==> src/rtl/draw_pkg.sv <==
// Shared definitions for the drawing-puzzle round sequencer.
//   state_t      : round FSM states
//   COLOR_W/CELL_W : paper color width and cell-index width
//   BLANK        : color written to every cell at round start
//   LFSR_TAPS    : Fibonacci tap mask for x^8+x^6+x^5+x^4+1, shift-left form
//   SEED_*       : bit positions of the seed fields
//   seed_ok()    : a seed is usable when both colors are non-blank and distinct
package draw_pkg;

  typedef enum logic [2:0] {
    ST_IDLE,
    ST_CLEAR,
    ST_SEED,
    ST_PLAY,
    ST_CHECK,
    ST_SOLVED,
    ST_FAILED
  } state_t;

  localparam int COLOR_W = 3;
  localparam int CELL_W  = 4;
  localparam int NUM_CELLS = 1 << CELL_W;

  localparam logic [COLOR_W-1:0] BLANK = 3'b000;

  localparam logic [7:0] LFSR_TAPS = 8'hB8;

  localparam int SEED_SHAPE_HI = 7;
  localparam int SEED_SHAPE_LO = 6;
  localparam int SEED_C1_HI    = 5;
  localparam int SEED_C1_LO    = 3;
  localparam int SEED_C2_HI    = 2;
  localparam int SEED_C2_LO    = 0;

  function automatic logic seed_ok(input logic [7:0] v);
    logic [COLOR_W-1:0] c1;
    logic [COLOR_W-1:0] c2;
    c1 = v[SEED_C1_HI:SEED_C1_LO];
    c2 = v[SEED_C2_HI:SEED_C2_LO];
    return (c1 != BLANK) && (c2 != BLANK) && (c1 != c2);
  endfunction

endpackage

==> src/rtl/round_lfsr.sv <==
// 8-bit Fibonacci LFSR, steps every cycle, reloads INIT on reset.
//   Clk : clock
//   Rst : synchronous active-high reset, loads INIT
//   q   : current LFSR value (never all-zero for non-zero INIT)
module round_lfsr
  import draw_pkg::*;
#(
  parameter logic [7:0] INIT = 8'hA5
) (
  input  logic       Clk,
  input  logic       Rst,
  output logic [7:0] q
);

  // Shift left; feedback is the parity of the tapped bits (7,5,4,3),
  // which realises x^8+x^6+x^5+x^4+1 (maximal length, zero unreachable).
  always_ff @(posedge Clk) begin
    if (Rst) q <= INIT;
    else     q <= {q[6:0], ^(q & LFSR_TAPS)};
  end

endmodule

==> src/rtl/draw_round_ctrl.sv <==
// Round sequencer for the drawing puzzle.
// Clears the 16-cell paper at round start, picks a seed from the LFSR,
// forwards keypad paints while the round is live, runs the countdown and
// judges submissions, counting strikes until solved or failed.
//   Clk, Rst            : clock, synchronous active-high reset
//   start               : begin a round (honoured in IDLE/SOLVED/FAILED only)
//   submit              : player declares the drawing finished
//   tick                : countdown timebase pulse
//   kb_valid/kb_addr    : key press and the cell it targets
//   pen_color           : color painted by a key press
//   correct             : puzzle match flag from the paper
//   seed                : {shape, color1, color2}, stable for the round
//   wr_en/wr_addr/wr_color : paper write port
//   time_left, strikes  : round timer and wrong-submission count
//   busy, solved, failed: round status levels
// All outputs are registered.
module draw_round_ctrl
  import draw_pkg::*;
#(
  parameter int         TIME_LIMIT  = 60,
  parameter int         MAX_STRIKES = 3,
  parameter logic [7:0] LFSR_INIT   = 8'hA5
) (
  input  logic               Clk,
  input  logic               Rst,
  input  logic               start,
  input  logic               submit,
  input  logic               tick,
  input  logic               kb_valid,
  input  logic [CELL_W-1:0]  kb_addr,
  input  logic [COLOR_W-1:0] pen_color,
  input  logic               correct,
  output logic [7:0]         seed,
  output logic               wr_en,
  output logic [CELL_W-1:0]  wr_addr,
  output logic [COLOR_W-1:0] wr_color,
  output logic [7:0]         time_left,
  output logic [1:0]         strikes,
  output logic               busy,
  output logic               solved,
  output logic               failed
);

  localparam logic [7:0] TL8 = 8'(TIME_LIMIT);
  localparam logic [1:0] MS2 = 2'(MAX_STRIKES);

  // Judge on the third CHECK cycle so a paint issued with submit has landed.
  localparam logic [1:0] CHK_LAST = 2'd2;

  state_t             state, state_nxt;
  logic [CELL_W-1:0]  clr_cnt, clr_d;
  logic [1:0]         chk_cnt, chk_d;
  logic [7:0]         lfsr_q;

  logic [7:0]         seed_d;
  logic               wr_en_d;
  logic [CELL_W-1:0]  wr_addr_d;
  logic [COLOR_W-1:0] wr_color_d;
  logic [7:0]         time_d;
  logic [1:0]         strikes_d;

  logic               tick_zero;
  logic               judge;
  logic [1:0]         strike_inc;
  logic               seed_good;

  round_lfsr #(.INIT(LFSR_INIT)) u_lfsr (
    .Clk (Clk),
    .Rst (Rst),
    .q   (lfsr_q)
  );

  assign seed_good  = seed_ok(lfsr_q);
  assign strike_inc = strikes + 2'd1;
  // The tick that takes the timer to zero beats a same-cycle submit.
  assign tick_zero  = (state == ST_PLAY) && tick && (time_left == 8'd1);
  assign judge      = (state == ST_CHECK) && (chk_cnt == CHK_LAST);

  // ---- state register and output registers ----
  always_ff @(posedge Clk) begin
    if (Rst) begin
      state     <= ST_IDLE;
      clr_cnt   <= '0;
      chk_cnt   <= '0;
      seed      <= '0;
      wr_en     <= 1'b0;
      wr_addr   <= '0;
      wr_color  <= '0;
      time_left <= '0;
      strikes   <= '0;
      busy      <= 1'b0;
      solved    <= 1'b0;
      failed    <= 1'b0;
    end else begin
      state     <= state_nxt;
      clr_cnt   <= clr_d;
      chk_cnt   <= chk_d;
      seed      <= seed_d;
      wr_en     <= wr_en_d;
      wr_addr   <= wr_addr_d;
      wr_color  <= wr_color_d;
      time_left <= time_d;
      strikes   <= strikes_d;
      // Status flags follow the state being entered so they line up with it.
      busy      <= (state_nxt == ST_CLEAR) || (state_nxt == ST_SEED) ||
                   (state_nxt == ST_PLAY)  || (state_nxt == ST_CHECK);
      solved    <= (state_nxt == ST_SOLVED);
      failed    <= (state_nxt == ST_FAILED);
    end
  end

  // ---- next-state logic ----
  always_comb begin
    state_nxt = state;
    case (state)
      ST_IDLE, ST_SOLVED, ST_FAILED:
        if (start) state_nxt = ST_CLEAR;
      ST_CLEAR:
        if (clr_cnt == CELL_W'(NUM_CELLS - 1)) state_nxt = ST_SEED;
      ST_SEED:
        if (seed_good) state_nxt = ST_PLAY;
      ST_PLAY:
        if (tick_zero)   state_nxt = ST_FAILED;
        else if (submit) state_nxt = ST_CHECK;
      ST_CHECK:
        if (judge) begin
          if (correct)                state_nxt = ST_SOLVED;
          else if (strike_inc == MS2) state_nxt = ST_FAILED;
          else                        state_nxt = ST_PLAY;
        end
      default: state_nxt = ST_IDLE;
    endcase
  end

  // ---- datapath / output next values ----
  always_comb begin
    clr_d      = clr_cnt;
    chk_d      = 2'd0;
    seed_d     = seed;
    wr_en_d    = 1'b0;
    wr_addr_d  = wr_addr;
    wr_color_d = wr_color;
    time_d     = time_left;
    strikes_d  = strikes;
    case (state)
      ST_IDLE, ST_SOLVED, ST_FAILED: begin
        // The first clear write goes out with the start edge so the sweep
        // covers exactly the 16 cycles after start.
        if (start) begin
          strikes_d  = '0;
          clr_d      = '0;
          wr_en_d    = 1'b1;
          wr_addr_d  = '0;
          wr_color_d = BLANK;
        end
      end
      ST_CLEAR: begin
        // clr_cnt tracks the address currently on the write port.
        if (clr_cnt != CELL_W'(NUM_CELLS - 1)) begin
          clr_d      = clr_cnt + CELL_W'(1);
          wr_en_d    = 1'b1;
          wr_addr_d  = clr_cnt + CELL_W'(1);
          wr_color_d = BLANK;
        end
      end
      ST_SEED: begin
        if (seed_good) begin
          seed_d = lfsr_q;
          time_d = TL8;
        end
      end
      ST_PLAY: begin
        if (kb_valid) begin
          wr_en_d    = 1'b1;
          wr_addr_d  = kb_addr;
          wr_color_d = pen_color;
        end
        if (tick) time_d = time_left - 8'd1;
      end
      ST_CHECK: begin
        chk_d = chk_cnt + 2'd1;
        if (judge && !correct) strikes_d = strike_inc;
      end
      default: ;
    endcase
  end

endmodule

==> config.mk <==
export PLATFORM = sky130hd
export DESIGN_NAME = draw_round_ctrl
export DESIGN_NICKNAME = d
export VERILOG_FILES = /design/src/rtl/draw_pkg.sv /design/src/rtl/round_lfsr.sv /design/src/rtl/draw_round_ctrl.sv
export SDC_FILE = /design/constraint.sdc
export NUM_CORES = 1
export LEC_CHECK = 0
export CAP_MARGIN = 20
export CORE_MARGIN = 4
export CORE_UTILIZATION = 40
export DETAILED_ROUTE_END_ITERATION = 12
export GPL_TIMING_DRIVEN = 0
export PLACE_DENSITY_LB_ADDON = 0.3
export SLEW_MARGIN = 20
export SYNTH_ARGS = -nofsm -noshare
export SYNTH_HDL_FRONTEND = slang
export SYNTH_HIERARCHICAL = 1
export SYNTH_SLANG_ARGS = --single-unit
==> constraint.sdc <==
create_clock -name Clk -period 1.88 [get_ports Clk]
set_input_delay 0.47 -clock Clk [delete_from_list [all_inputs] [get_ports Clk]]
set_output_delay 0.47 -clock Clk [all_outputs]
set_load 0.03 [all_outputs]
; Word level (Yosys, flattened, before mapping)
; Cells that the tools add are included.
[op_classes]
addsub = 4
eq_ne = 24
n_mux = 28
bitwise = 1
n_reduce_logical = 25
[ops]
columns = cell, n
row1 = 3-bit 2-to-1 mux, 11
row2 = 3-bit equality test (second input constant), 6
row3 = 8-bit 2-to-1 mux, 2
row4 = 8-bit one-hot mux with 2 select lines, 1
row5 = 3-bit one-hot mux with 5 select lines, 1
row6 = 3-bit by 2-bit equality test with 1-bit output (second input constant), 4
row7 = 4-bit 2-to-1 mux, 3
row8 = 4-bit one-hot mux with 3 select lines, 1
row9 = 2-bit != test (second input constant), 5
row10 = 3-bit one-hot mux with 3 select lines, 1
row11 = 3-bit AND reduction, 3
row12 = 3-bit nonzero test, 3
row13 = 8-bit by 1-bit equality test with 1-bit output (second input constant), 1
row14 = 4-bit one-hot mux with 2 select lines, 1
row15 = 8-bit XOR reduction, 1
row16 = 8-bit by 1-bit subtractor with 8-bit output (second input constant), 1
row17 = 3-bit by 1-bit equality test with 1-bit output (second input constant), 2
row18 = 1-bit logical AND, 6
row19 = 2-bit nonzero test, 3
row20 = 2-bit by 1-bit adder with 2-bit output (second input constant), 2
row21 = 4-bit by 1-bit adder with 4-bit output (second input constant), 1
row22 = 2-bit equality test (second input constant), 2
row23 = 4-bit equality test (second input constant), 1
row24 = 2-bit 2-to-1 mux, 2
row25 = 14 further kinds, 18
[word_totals]
register_bits = 46
input_bits = 14
out_inout_bits = 29
elab_cells = 95

; Logic depth before layout (Yosys ltp)
; Gate-level depths: netlist of the first run.
[logic_depth]
ltp_word = 10
depth_mapped = 7
mapped_depth_nobuf = 7

; By module
; The synthesis of the first run kept the hierarchy.
[by_module_without_submodules]
columns = mod, n_inst, cells_per_inst, area_each_um2, seq_area_each_um2
row1 = draw_round_ctrl, 1, 201, 1901.8, 760.7
row2 = round_lfsr, 1, 19, 236.5, 160.2

; Least setup slack after synthesis of the first run
; Ideal clock, no wire load.
[synth_path]
path_type = register to register
startpoint = register, netlist name time_left[1]
endpoint = register clr_cnt[0]
t_arrival_ns = 2.055
required_time_ns = 1.759
path_slack_ns = -0.296
stages_incl_launch_ff = 8
path_buffers = 0
synth_period_minus_slack_ns = 2.176
path_cell_list = dfxtp_1 > inv_1 > ha_1 > nor2b_1 > and4b_1 > o211a_1 > a211oi_4 > mux2_4
[synth_lines]
columns = element, line
row1 = to (signal assigned), draw_round_ctrl.sv:96  ; clr_cnt <= clr_d;
row2 = to (decl), draw_round_ctrl.sv:51  ; logic [CELL_W-1:0] clr_cnt, clr_d;

==> results.json, run 1 <==
{
  "skew_ns": 0.00422,
  "grt_pass1_vias": 1744,
  "pwr-share-clk_pct": 32.8,
  "final-hold-violation-count": 0,
  "synth_top_area_share_pct": 43.1,
  "layout_setup_ws_ns": -0.0344,
  "cts_tree": "built",
  "worstPathMaxFanout": 5,
  "hold_slack_ns": 0.413,
  "worstSkewPairLatency_ns": 0.30,
  "report.power.total_uw": 1890,
  "antenna_found_initial": 0,
  "ys.flop_type": "dfxtp_1",
  "htree_levels": 2,
  "status": "finished, violations left",
  "yosysMostFrequentCell": "dfxtp_1",
  "numCtsBuffers": 5,
  "required_ns": 2.07,
  "clkSinkCount": 46,
  "n_antenna_cell": 0,
  "sw_frac_of_total_pct": 24.8,
  "initial_core_util_pct": 41.6,
  "finalSetupTns_ns": -0.0818,
  "synth.distinct_cells": 53,
  "area_growth_pct": 37.7,
  "dp_hpwl_mm": 3.54,
  "portBuffers": 42,
  "critPathArrivalTime_ns": 2.10,
  "multiInputGateArea_um2": 1240,
  "slew_viol_final": 0,
  "ctsRootBufferMaster": "clkbuf_8",
  "grt_usage_pct": 16.4,
  "pwr-share-seq_pct": 54.7,
  "max-clock-path-buffers": 2,
  "via_per_inst": 5.13,
  "wirelength_mm": 5.01,
  "layout_min_cycle_time_ns": 1.91,
  "ys_ff_latch": 46,
  "switchingPower_uw": 470,
  "nFillCells": 491,
  "comb_power_share_pct": 12.5,
  "worstSetupPathType": "primary input to flip-flop",
  "p_leak_uw": 0.00127,
  "violations": "negative setup slack",
  "die_h_um": 81.1,
  "core_area_um2": 5140,
  "synthCells": 220,
  "synth_common_cells": "dfxtp_1 (46), nor2_1 (24), mux2i_1 (12), a21oi_1 (10), nor2b_1 (10)",
  "cp-end-kind": "flip-flop",
  "synth-warning-count": 6,
  "power_density_nw_per_um2": 642,
  "seq_area_frac_synth_pct": 43.1,
  "setup_viol": 3,
  "vias": 1790,
  "slew_headroom_pct": 74.3,
  "grt_max_degree": 14,
  "drive_gt1_share_pct": 22.9,
  "final_nets": 297,
  "grt-ovfl-total": 0,
  "worst_pin_slew_ns": 0.382,
  "startpoint_type": "primary input",
  "synth_area_per_cell_um2": 9.72,
  "seqCellArea_um2": 938,
  "drv_cap": 0,
  "gp_congestion": 0.876,
  "rsz0062_at_grt": "true",
  "synth_edf_count": 0,
  "io_pins": 43,
  "grt_pass1_wl_mm": 8.38,
  "wire_per_inst_um": 14.3,
  "die-area_um2": 6580,
  "die_w_um": 81.1,
  "synthArstFlopShare_pct": 0,
  "p_int_uw": 1420,
  "synth_top_area_cell": "dfxtp_1",
  "drc": 0,
  "max_freq_mhz": 522,
  "layout_worst_path_cycle_share_pct": 102,
  "drtAntennaViolNets": 0,
  "irDropWorstVdd_mv": 0.369,
  "path_clk_slew_ns": 0.08,
  "dr.pass1.iters": 4,
  "synth_area_um2": 2140,
  "hold_buffers": 0,
  "synth_nets": 239,
  "drtIter0Drc": 113,
  "rows": 26,
  "synthTopCellsByArea": "dfxtp_1 (43%), mux2i_1 (5.6%), nor2_1 (4.2%), ha_1 (2.9%), nor2b_1 (2.9%)",
  "hp-class": "flip-flop to flip-flop"
}
state kept, by name, summed over array words and instances, names as in the netlist, 2 cells and up:
| name | flops |
|---|---|
| clr_cnt | 4 |
| u_lfsr/q | 8 |
| chk_cnt | 2 |
| seed | 8 |
| state | 3 |
| wr_addr | 4 |
| strikes | 2 |
| wr_color | 3 |
| time_left | 8 |
metal layers:
layer | global-route usage, % | part of all wire [%]
met4 | 5.24 | 1.2
met3 | 3.22 | 4.0
met5 | 0 | 0
met2 | 27.3 | 49
met1 | 21.4 | 46
layout by cell type (no fill, tap or decap), drive strengths merged, types with 6 or more instances in the layout:
| cell | netlist | routed |
|---|---|---|
| a21oi | 10 | 10 |
| buf | 4 | 13 |
| clkbuf | 5 | 13 |
| clkdlybuf4s50 | 0 | 33 |
| dfxtp | 46 | 46 |
| inv | 6 | 6 |
| mux2i | 12 | 12 |
| nand2b | 6 | 6 |
| nand3 | 7 | 7 |
| nor2 | 24 | 24 |
| nor2b | 10 | 10 |
| nor3 | 9 | 9 |
| xnor2 | 7 | 7 |
| xor2 | 7 | 7 |
critical path: stages:
cell	delay (ns)
dlygate4sd2_1	0.28
and4b_1	0.21
and4_1	0.23
a211o_1	0.33
a211oi_4	0.26
mux2_4	0.33
timing repair:
| item | 4_1_cts | 5_1_grt |
|---|---|---|
| resized for setup | 18 | 22 |
| setup buffers | 6 | 3 |
| pin swaps | 6 | 8 |
| setup endpoints to repair | 37 | 26 |
metrics by stage:
step           utilization [%]  setup slack (ns)  cell area, um^2  std cells
2_1_floorplan                -           -0.0154             2170        220
3_3_place_gp              52.1            -0.635             2680        332
3_5_place_dp              52.1            -0.644             2680        332
4_1_cts                   55.6           -0.0430             2860        346
5_1_grt                   57.3           -0.0629             2940        349
6_report                  57.3           -0.0344             2940        349
final timing paths:
path                startpoint         end  slack [ns]  cells past startpoint
hold reg to reg     chk_cnt[0]  chk_cnt[0]        0.41                      1
setup reg to reg  time_left[1]  clr_cnt[0]       -0.01                      7
setup / recovery          tick  clr_cnt[0]       -0.03                      6
hold / removal      chk_cnt[0]  chk_cnt[0]        0.41                      1
area by class of cell:
cell class | instances | share of cell area, %
multi-input combinational | 158 | 42.0
buffer | 9 | 1.91
sequential | 46 | 31.9
timing repair buffer | 51 | 17.1
tap | 70 | 2.97
clock inverter | 1 | 0.170
clock buffer | 7 | 2.93
inverter | 7 | 1.02
power by group through the flow:
stage	Sequential, uW	Clock (uW)	Combinational, uW
2_1_floorplan	1060	0	116
3_3_place_gp	1050	0	208
3_5_place_dp	1060	0	212
4_1_cts	1030	636	223
5_1_grt	1040	678	256
6_report	1030	619	237
cells by family (layout without fill, tap and decap cells):
family	count (synthesis)	after routing	share of synthesized area (%)
buffers and inverters	16	75	3.57
DFF	46	46	43.1
muxes	15	15	7.55
and+or+nand+nor	87	87	23.0
adders and majority gates	6	6	3.39
AOI/OAI and AO/OA	36	36	13.7
xor gates and xnor gates	14	14	5.73
No activity file was read; power rests on OpenSTA's default activity.
==> run 2, diff against run 1 <==
- PLACE_DENSITY: not set -> 0.67
- PLACE_DENSITY_LB_ADDON: 0.3 -> not set
==> run 2 against run 1 <==
- the flow still finishes with violations (negative setup slack)
- first-iteration DRC count down 3.5%
- critical endpoint is now clr_cnt[3]
- combinational power is 3% lower
- maximum frequency up 0.12%
- critical path type is now flip-flop to flip-flop
- count of clock-buffer cells in the layout unchanged
- highest routed layer unchanged
==> results.json, run 2 (synthesis results as in run 1) <==
{
  "cts_tree": "built",
  "drv_cap": 0,
  "area_growth_pct": 38.7,
  "die-area_um2": 6580,
  "vias": 1804,
  "skew_ns": 0.00594,
  "max_freq_mhz": 523,
  "io_pins": 43,
  "reg_top3": "seed (8), time_left (8), u_lfsr/q (8)",
  "dp_hpwl_mm": 3.52,
  "r2r-start": "strikes[0]",
  "stdcell_count": 349,
  "layout_min_cycle_time_ns": 1.91,
  "mostFrequentLayoutCell": "dfxtp_1",
  "startpoint_type": "flip-flop",
  "hold_buffers": 0,
  "cp-end-kind": "flip-flop",
  "cp-startpoint": "strikes[0]",
  "required_ns": 2.07,
  "die_w_um": 81.1,
  "portBuffers": 42,
  "critPathMaxStageDelay_ns": 0.35,
  "mostFrequentLayoutCells": "dfxtp_1 (36), clkdlybuf4s50_1 (34), nor2_1 (24)",
  "status": "finished, violations left",
  "core_area_um2": 5140,
  "layout_worst_path_cycle_share_pct": 102,
  "grt_usage_pct": 16.3,
  "via_per_inst": 5.17,
  "layout_setup_ws_ns": -0.0321,
  "die_h_um": 81.1,
  "dr.pass1.iters": 4,
  "path_clk_slew_ns": 0.08,
  "drtAntennaViolNets": 0,
  "final-hold-violation-count": 0,
  "drc": 0,
  "hold_start": "chk_cnt[0]",
  "grt_pass1_wl_mm": 8.32,
  "ctsRootBufferMaster": "clkbuf_8",
  "nFillCells": 480,
  "drtIter0Drc": 109,
  "dp_cells": 332,
  "slew_headroom_pct": 75.1,
  "numCtsBuffers": 5,
  "drive_gt1_share_pct": 21.9,
  "crit_slowest_cell": "dfxtp_2",
  "grt_max_degree": 14,
  "rsz0062_at_grt": "true",
  "initial_core_util_pct": 41.6,
  "final_nets": 297,
  "worstSetupPathType": "flip-flop to flip-flop",
  "wire_per_inst_um": 14.4,
  "hp-class": "flip-flop to flip-flop",
  "setup_viol": 2,
  "max-clock-path-buffers": 2,
  "worstPathMaxFanout": 4,
  "violations": "negative setup slack",
  "worst_pin_slew_ns": 0.373,
  "wirelength_mm": 5.01,
  "path_cells": "inv_1, ha_1, nor2_1, a211oi_2, a211o_1, a211oi_4, mux2_4",
  "slew_viol_final": 0,
  "power_density_nw_per_um2": 670,
  "grt_pass1_vias": 1691,
  "n_antenna_cell": 0,
  "rows": 26,
  "grt-ovfl-total": 0,
  "gp_congestion": 0.858,
  "p_leak_uw": 0.00127,
  "critPathArrivalTime_ns": 2.10,
  "cpLargestDelayFamily": "compound AO/OA/AOI/OAI gates",
  "clkSinkCount": 46,
  "critPathBufInv": 1,
  "antenna_found_initial": 0,
  "worstSkewPairLatency_ns": 0.30,
  "irDropWorstVdd_mv": 0.443,
  "finalSetupTns_ns": -0.0571,
  "htree_levels": 2
}
[run 2: worst reg2reg max path: cells and delay by family (launching register included)]
kind | cells | cell delay (ns)
compound gates | 3 | 0.70
flops | 1 | 0.35
mux | 1 | 0.33
fa+ha+maj | 1 | 0.23
simple gates | 1 | 0.15
buf+inv | 1 | 0.05
[run 2: final timing paths]
check	end	slack, ns	depth (start not counted)
worst max-delay path	clr_cnt[3]	-0.03	7
worst max register to register	clr_cnt[3]	-0.03	7
worst min-delay path	chk_cnt[0]	0.42	1
worst min register to register	chk_cnt[0]	0.42	1
[run 2: power breakdown]
part	total, uW	switching [uW]	leakage [uW]	internal (uW)
logic	231	112	0.000837	120
clock network	723	325	0.0000524	398
registers	1030	32.0	0.000380	1000
total	1990	468	0.00127	1520
[run 2: area by class of cell]
class                      count  area, um^2  area share, %
tap                           70        87.6           2.95
clock buffer                   7        76.3           2.57
clock inverter                 1        30.0           1.01
inverter                       7        31.3           1.05
multi-input combinational    158        1250           42.2
timing repair buffer          51         489           16.5
sequential                    46         938           31.6
buffer                         9        60.1           2.03
[run 2: per-stage QoR]
step	setup WS (ns)	total power (uW)	instance area [um^2]	hold WS, ns	utilization [%]
global placement	-0.645	1260	2680	0.412	52.1
global route	-0.151	2080	2970	0.441	57.7
floorplan	-0.0154	1180	2170	0.400	-
detailed placement	-0.645	1270	2680	0.424	52.1
finish	-0.0321	1990	2970	0.422	57.7
CTS	-0.0405	1990	2860	0.423	55.7
[run 2: what timing repair did]
item | in CTS | in global routing
setup endpoints to repair | 34 | 28
pin swaps | 6 | 8
gates resized for setup | 17 | 24
buffers inserted | 5 | 4
[run 2: routing by layer]
| layer | part of all wire [%] | global-route usage [%] | vias to the layer above |
|---|---|---|---|
| li1 | - | - | 900 |
| met1 | 46 | 21.0 | 864 |
| met4 | 1.1 | 4.56 | 0 |
| met2 | 49 | 27.4 | 34 |
| met5 | 0 | 0 | - |
| met3 | 4.2 | 3.55 | 6 |
==> run 3, diff against run 2 <==
- CTS_CLUSTER_DIAMETER: not set -> 150
==> results of run 3 <==
Same layout as run 2: the final DEF is identical, and so are final timing and power.
